--- config.mk ---
export PLATFORM = sky130hd
export DESIGN_NAME = fs_tracker
export DESIGN_NICKNAME = d
export VERILOG_FILES = /design/src/rtl/fs_tracker.sv
export SDC_FILE = /design/constraint.sdc
export NUM_CORES = 1
export LEC_CHECK = 0
export CAP_MARGIN = 25
export CORE_MARGIN = 3
export CORE_UTILIZATION = 51
export DETAILED_ROUTE_END_ITERATION = 6
export PLACE_DENSITY_LB_ADDON = 0.25
export SETUP_SLACK_MARGIN = 0.05
export SLEW_MARGIN = 20
export SYNTH_ARGS = -nofsm -noshare
export SYNTH_HDL_FRONTEND = slang
export SYNTH_SLANG_ARGS = --single-unit
--- constraint.sdc ---
create_clock -name clk_256fs -period 2.8 [get_ports clk_256fs]
set_clock_uncertainty 0.1 [all_clocks]
set_input_delay 0.7 -clock clk_256fs [delete_from_list [all_inputs] [get_ports clk_256fs]]
set_output_delay 0.7 -clock clk_256fs [all_outputs]
set_load 0.01 [all_outputs]
--- src/rtl/fs_tracker.sv ---
// Tracks a divided sample clock (clk_fs) in the clk_256fs domain: edge detection,
// period/phase measurement and a lock FSM that checks each period against NOMINAL_PERIOD.
module fs_tracker #(
   parameter int SYNC_STAGES    = 2,
   parameter int NOMINAL_PERIOD = 256,
   parameter int LOCK_COUNT     = 4,
   parameter int TIMEOUT        = 511
) (
   input  logic       clk_256fs,
   input  logic       rst,
   input  logic       clk_fs,
   output logic       fs_strobe,
   output logic [8:0] period,
   output logic [7:0] phase,
   output logic       locked,
   output logic       period_err,
   output logic [1:0] fsm_state,
   output logic [3:0] good_cnt
);

   typedef enum logic [1:0] {
      ST_UNLOCKED = 2'd0,
      ST_ACQUIRE  = 2'd1,
      ST_LOCKED   = 2'd2
   } state_t;

   localparam logic [8:0] NOM_CNT  = 9'(NOMINAL_PERIOD);
   localparam logic [8:0] TMO_CNT  = 9'(TIMEOUT);
   localparam logic [3:0] LOCK_CNT = 4'(LOCK_COUNT);
   localparam logic [8:0] CNT_MAX  = 9'h1FF;

   logic [SYNC_STAGES-1:0] sync_q, sync_d;
   logic                   hist_q, hist_d;
   logic                   strobe_q, strobe_d;
   logic [8:0]             cnt_q, cnt_d;
   logic [8:0]             period_q, period_d;
   logic                   seen_q, seen_d;
   state_t                 state_q, state_d;
   logic [3:0]             good_q, good_d;
   logic                   locked_q, locked_d;
   logic                   err_q, err_d;
   logic                   rise;

   always_comb begin
      sync_d   = {sync_q[SYNC_STAGES-2:0], clk_fs};
      hist_d   = sync_q[SYNC_STAGES-1];
      rise     = sync_q[SYNC_STAGES-1] & ~hist_q;
      strobe_d = rise;

      // cnt is 1 on the strobe cycle and saturates rather than wrapping
      if (rise) begin
         cnt_d = 9'd1;
      end else if (cnt_q == CNT_MAX) begin
         cnt_d = cnt_q;
      end else begin
         cnt_d = cnt_q + 9'd1;
      end

      // The first edge after reset only opens a period; it does not complete one
      seen_d   = seen_q | rise;
      period_d = (rise && seen_q) ? cnt_q : period_q;

      state_d = state_q;
      good_d  = good_q;
      err_d   = 1'b0;
      case (state_q)
         ST_UNLOCKED: begin
            if (rise) begin
               state_d = ST_ACQUIRE;
               good_d  = 4'd0;
            end
         end
         ST_ACQUIRE: begin
            if (rise) begin
               if (cnt_q == NOM_CNT) begin
                  good_d = good_q + 4'd1;
                  if (good_q + 4'd1 == LOCK_CNT) begin
                     state_d = ST_LOCKED;
                  end
               end else begin
                  good_d = 4'd0;
               end
            end else if (cnt_q == TMO_CNT) begin
               state_d = ST_UNLOCKED;
               good_d  = 4'd0;
            end
         end
         ST_LOCKED: begin
            if (rise) begin
               if (cnt_q != NOM_CNT) begin
                  state_d = ST_ACQUIRE;
                  good_d  = 4'd0;
                  err_d   = 1'b1;
               end
            end else if (cnt_q == TMO_CNT) begin
               state_d = ST_UNLOCKED;
               good_d  = 4'd0;
               err_d   = 1'b1;
            end
         end
         default: begin
            state_d = ST_UNLOCKED;
            good_d  = 4'd0;
         end
      endcase
      locked_d = (state_d == ST_LOCKED);
   end

   always_ff @(posedge clk_256fs or posedge rst) begin
      if (rst) begin
         sync_q   <= '0;
         hist_q   <= 1'b0;
         strobe_q <= 1'b0;
         cnt_q    <= 9'd0;
         period_q <= 9'd0;
         seen_q   <= 1'b0;
         state_q  <= ST_UNLOCKED;
         good_q   <= 4'd0;
         locked_q <= 1'b0;
         err_q    <= 1'b0;
      end else begin
         sync_q   <= sync_d;
         hist_q   <= hist_d;
         strobe_q <= strobe_d;
         cnt_q    <= cnt_d;
         period_q <= period_d;
         seen_q   <= seen_d;
         state_q  <= state_d;
         good_q   <= good_d;
         locked_q <= locked_d;
         err_q    <= err_d;
      end
   end

   assign fs_strobe  = strobe_q;
   assign period     = period_q;
   assign phase      = cnt_q[8] ? 8'hFF : cnt_q[7:0];
   assign locked     = locked_q;
   assign period_err = err_q;
   assign fsm_state  = state_q;
   assign good_cnt   = good_q;

endmodule

* Yosys cells after proc, flatten, opt, wreduce, memory -nomap -nowiden *
Index checks and enable logic that the tools add are counted.

word-level totals
  register bits after elaboration = 31
  output and inout port bits = 26
  input port bits = 3
  word-level logic and storage cells = 50

cells by class
  eq/ne operators = 10
  reduce and logical (&&, ||, !) cells = 3
  bitwise operators = 3
  add/subtract/negate cells = 2
  multiplexer cells = 22

operator list
  operator             count
  $mux 4               6
  $eq 9x9->1 const B   2
  $mux 9               2
  $mux 2               7
  $pmux 4 s3           1
  $add 9x1->9 const B  1
  $ne 9x9->1 const B   1
  $mux 8               1
  $pmux 2 s3           1
  $add 4x1->4 const B  1
  $eq 2x2->1 const B   2
  $eq 4x3->1 const B   1
  $mux 1               4
  $ne 2x2->1 const B   2
  $ne 3x3->1 const B   1
  $eq 2x1->1 const B   1
  $logic_not 2->1      1
  $reduce_and 2->1     1
  $and 1x1->1          1
  $logic_and 1x1->1    1
  $not 1->1            1
  $or 1x1->1           1

* Depth between registers and ports, before layout *
  word-level depth = 7
  gate-level depth with buffers = 10
  gate-level depth less buffers = 9

* Least setup slack after synthesis *
Ideal clock, no wire load.

  path type = reg2reg
  start = register cnt_q[0]
  end = register locked_q, in the netlist locked
  setup slack = 0.756 ns
  setup time = 0.111 ns
  clock period less this slack = 2.044 ns
  buffers on the path = 1
  arrival time = 1.833 ns
  stages on the path, launching flop included = 11
  required time = 2.589 ns
  cell sequence = dfrtp_1 ha_1 nand3_1 nor2_1 ha_1 clkbuf_1 inv_1 o21ai_0 a211o_1 o211ai_2 a2111oi_2

on the way
  cells in the longest elaborated chain, start to end = 5
  elaborated cells on any way between the ends = 10
  classes of those cells = eq/ne (4); mux (6)

RTL lines
  item                                      RTL line  text
  start: declaration                        35        logic [8:0] cnt_q, cnt_d;
  start signal: assignment                  125       cnt_q <= cnt_d;
  $eq 9x9->1, or another cell as far along  83, 95
  $mux 2, on equally long branches          -
  $mux 2, on equally long branches          89, 74
  $pmux 2 s3 (*)                            66        case (state_q)
  named net state_d[0]                      38        state_t state_q, state_d;
  $eq 2x2->1 (*)                            106       locked_d = (state_d == ST_LOCKED);
  named net locked_d                        40        logic locked_q, locked_d;
  end signal: assignment                    130       locked_q <= locked_d;
  end: declaration                          40

Mark *: on every way through the listed nets, which the timed path passes. The rest lies on a longest branch.
A chain may end at the register's enable or synchronous reset.

* Worst setup path in the final report *
  start = register cnt_q[8]
  end = output phase[6]

on the way
  cells in the longest elaborated chain, start to end = 1

RTL lines
  item              RTL line  text
  $mux 8            137       assign phase = cnt_q[8] ? 8'hFF : cnt_q[7:0];
  end: declaration  14        output logic [7:0] phase,

Every way passes these cells.

==> out/metrics.cfg <==
[run_status]
status=finished clean

[timing]
fmax_mhz=411
fin_ws_ns=0.367
hold_violations=0
slew_headroom_pct=68.4
period_minus_slack_ns=2.43
period_share_pct=86.9
whs_ns=0.253
fin_tns_setup_ns=0
setup_viol=0
rsz0062_at_grt=no
slew_violations=0
tightest_slew_ns=0.475

[placement]
dpl.hpwl_mm=2.15
place_congestion=0.845
placed_area_sq_um=1860
pre_cts_ws_ns=0.641
portBuffers=28
dp_cells=201

[die]
die_area_sq_um=3760
die_h_um=61.3
dieWidth_um=61.3
start_util_pct=55.2
row_count=19
coreArea_sq_um=2830
ioPinCount=29

[power]
ir_worst_vdd_mv=0.522
p_int_mw=0.879
power_density_nw_per_um2=677
swShare_pct=32.6
leakage_nw=0.900
net-switching-power_mw=0.425
seq_power_share_pct=44.3
clkPwrFrac_pct=22.9
power_frac_comb_pct=32.9

[cells_and_area]
layout-drive-gt1-share_pct=16.3
fin_cells=209
multi_input_area_sq_um=719
fill_cells=210
insertedDiodeCount=0
fin_area_sq_um=1920
area_growth_syn_to_layout_pct=23.2
seq_area_sq_um=776
layout.nets=188

[route]
avgRoutedWirePerCell_um=15.0
dr.first_iter.drc_count=67
first_pass_iters=4
dr_total_vias=1199
routed_wirelength_mm=3.13
vias_per_cell=5.74
postRouteAntennaNets=0
drc=0

[synth]
yosys.area.top_type_share_pct=49.7
synthSimpleGateAreaFrac_pct=19.1
synth_mux_area_share_pct=7.05
syn_inst=147
yosys_warnings=0
yosysUniqueCellTypes=38
synth-xor-area-share_pct=2.80
synth.most_common_cell=dfrtp_1
yosys.area_share.adder_pct=6.41
async_flop_share_pct=100
ys_ff_latch=31
synth_nets=158
yosys-top-cells-count=31 x dfrtp_1, 13 x nand2_1, 10 x nor2_1
synth_top_area_cell=dfrtp_1
synth_area_leaders=dfrtp_1 50%, ha_1 6.4%, mux2_2 5.8%, or2_2 3.2%, nand2_1 3.1%
synth_area_sq_um=1560
synth_compound_area_share_pct=10.7
synth_edf_count=0
synth_top_family_by_area=simple AND/OR/NAND/NOR gates
yosysSeqAreaShare_pct=49.7
avgSynthCellArea_sq_um=10.6
ys.flop_type=dfrtp_1

[clock_tree]
clockBufferDepth=2
cts_setup_buffers=0
cts_hold_buf=0
ctsHtreeMaxLevel=2
numCtsBuffers=5
clk_latency_ns=0.33
cts_resized=0
clock-root-buffer=clkbuf_4
clock-sinks=31
clk_pin_slew_worst_paths_ns=0.10
tritoncts=done

[global_routing]
grt_max_degree=32
grt_usage_pct=19.1
grt_pass1_vias=1095
grt-ovfl-total=0
antenna_found_initial=0
grt_pass1_wl_mm=5.11

[worst_setup_path]
cp_cell_sequence=or2_2 > clkdlybuf4s50_1
cp.required_ns=2.00
critPathTopFamily=flip-flops
slowest_stage=dfrtp_1
max_stage_delay_ns=0.49
path_class=reg -> out
worstSetupEndpointType=output port
crit_arrival_ns=1.63
path_buf_inv=1
setup.worst_path.start_class=flop
path_max_fanout=12

[run]
maxCapViolCount=0

[hold_path]
hold_class=reg -> reg

==> layout make-up <==
| class | instances | area share [%] |
|---|---|---|
| Clock buffer | 8 | 3.58 |
| Tap cell | 31 | 2.02 |
| Multi-Input combinational cell | 101 | 37.4 |
| Sequential cell | 31 | 40.3 |
| Inverter | 9 | 1.76 |
| Timing Repair Buffer | 29 | 15.0 |
==> cells in the final DEF (no fill, tap or decap), types with 2 or more instances in the layout <==
cell	synthesis	final
or2_2	8	8
nand2_1	13	13
mux2i_1	2	2
clkbuf_8	0	2
dfrtp_1	31	31
inv_1	9	9
clkbuf_4	0	5
o21ai_0	8	8
nand2b_1	2	2
nor3_1	2	2
clkdlybuf4s50_1	0	28
nand3_1	3	3
a31oi_1	2	2
a21oi_1	6	6
a211o_1	2	2
nor2_1	10	10
nor2b_1	3	3
ha_1	8	8
nand4_1	3	3
mux2_2	8	8
xor2_1	4	4
or3_1	2	2
==> logic make-up (layout without fill, tap and decap cells) <==
logic type,count (synthesis),count (layout)
xor gates and xnor gates,5,5
adders and majority gates,8,8
buffers and inverters,15,46
AOI/OAI and AO/OA,25,25
muxes,10,10
and+or+nand+nor,53,53
DFF,31,31
==> flip-flops by register name, summed over array words and instances (netlist names) <==
register	count
seen_q	1
good_cnt	4
period_err	1
sync_q	2
fs_strobe	1
hist_q	1
cnt_q	9
locked	1
fsm_state	2
period	9
==> power by group through the flow <==
stage	Clock [mW]	Sequential, mW	Combinational [mW]
final	0.298	0.577	0.428
after global routing	0.324	0.589	0.474
after CTS	0.305	0.576	0.429
after detailed placement	0	0.585	0.426
after global placement	0	0.579	0.419
after floorplan	0	0.575	0.280
==> worst paths after layout <==
kind / startpoint / endpoint / slack (ns) / cells after the start
setup / recovery: cnt_q[8] / phase[6] / 0.37 / 2
hold / removal: sync_q[0] / sync_q[1] / 0.25 / 0
setup reg to reg: hist_q / good_cnt[3] / 0.55 / 6
hold reg to reg: sync_q[0] / sync_q[1] / 0.25 / 0
max in group asynchronous: rst / cnt_q[3] / 1.69 / 3
min in group asynchronous: rst / hist_q / 0.63 / 3
==> metrics by stage <==
stage,total power [mW],utilization (%)
after floorplan,0.855,-
after global placement,0.998,65.6
after detailed placement,1.01,65.6
after CTS,1.31,68.0
after global routing,1.39,68.0
final,1.30,68.0
==> per-layer routing <==
layer  part of all wire (%)  vias up  GRT usage (%)
met4                    1.1        0           7.27
met5                      0        -              0
met2                     49       32           29.3
met3                    4.2        4           6.71
met1                     46      594           24.9
li1                       -      569              -
(Power assumes the default switching activity.)
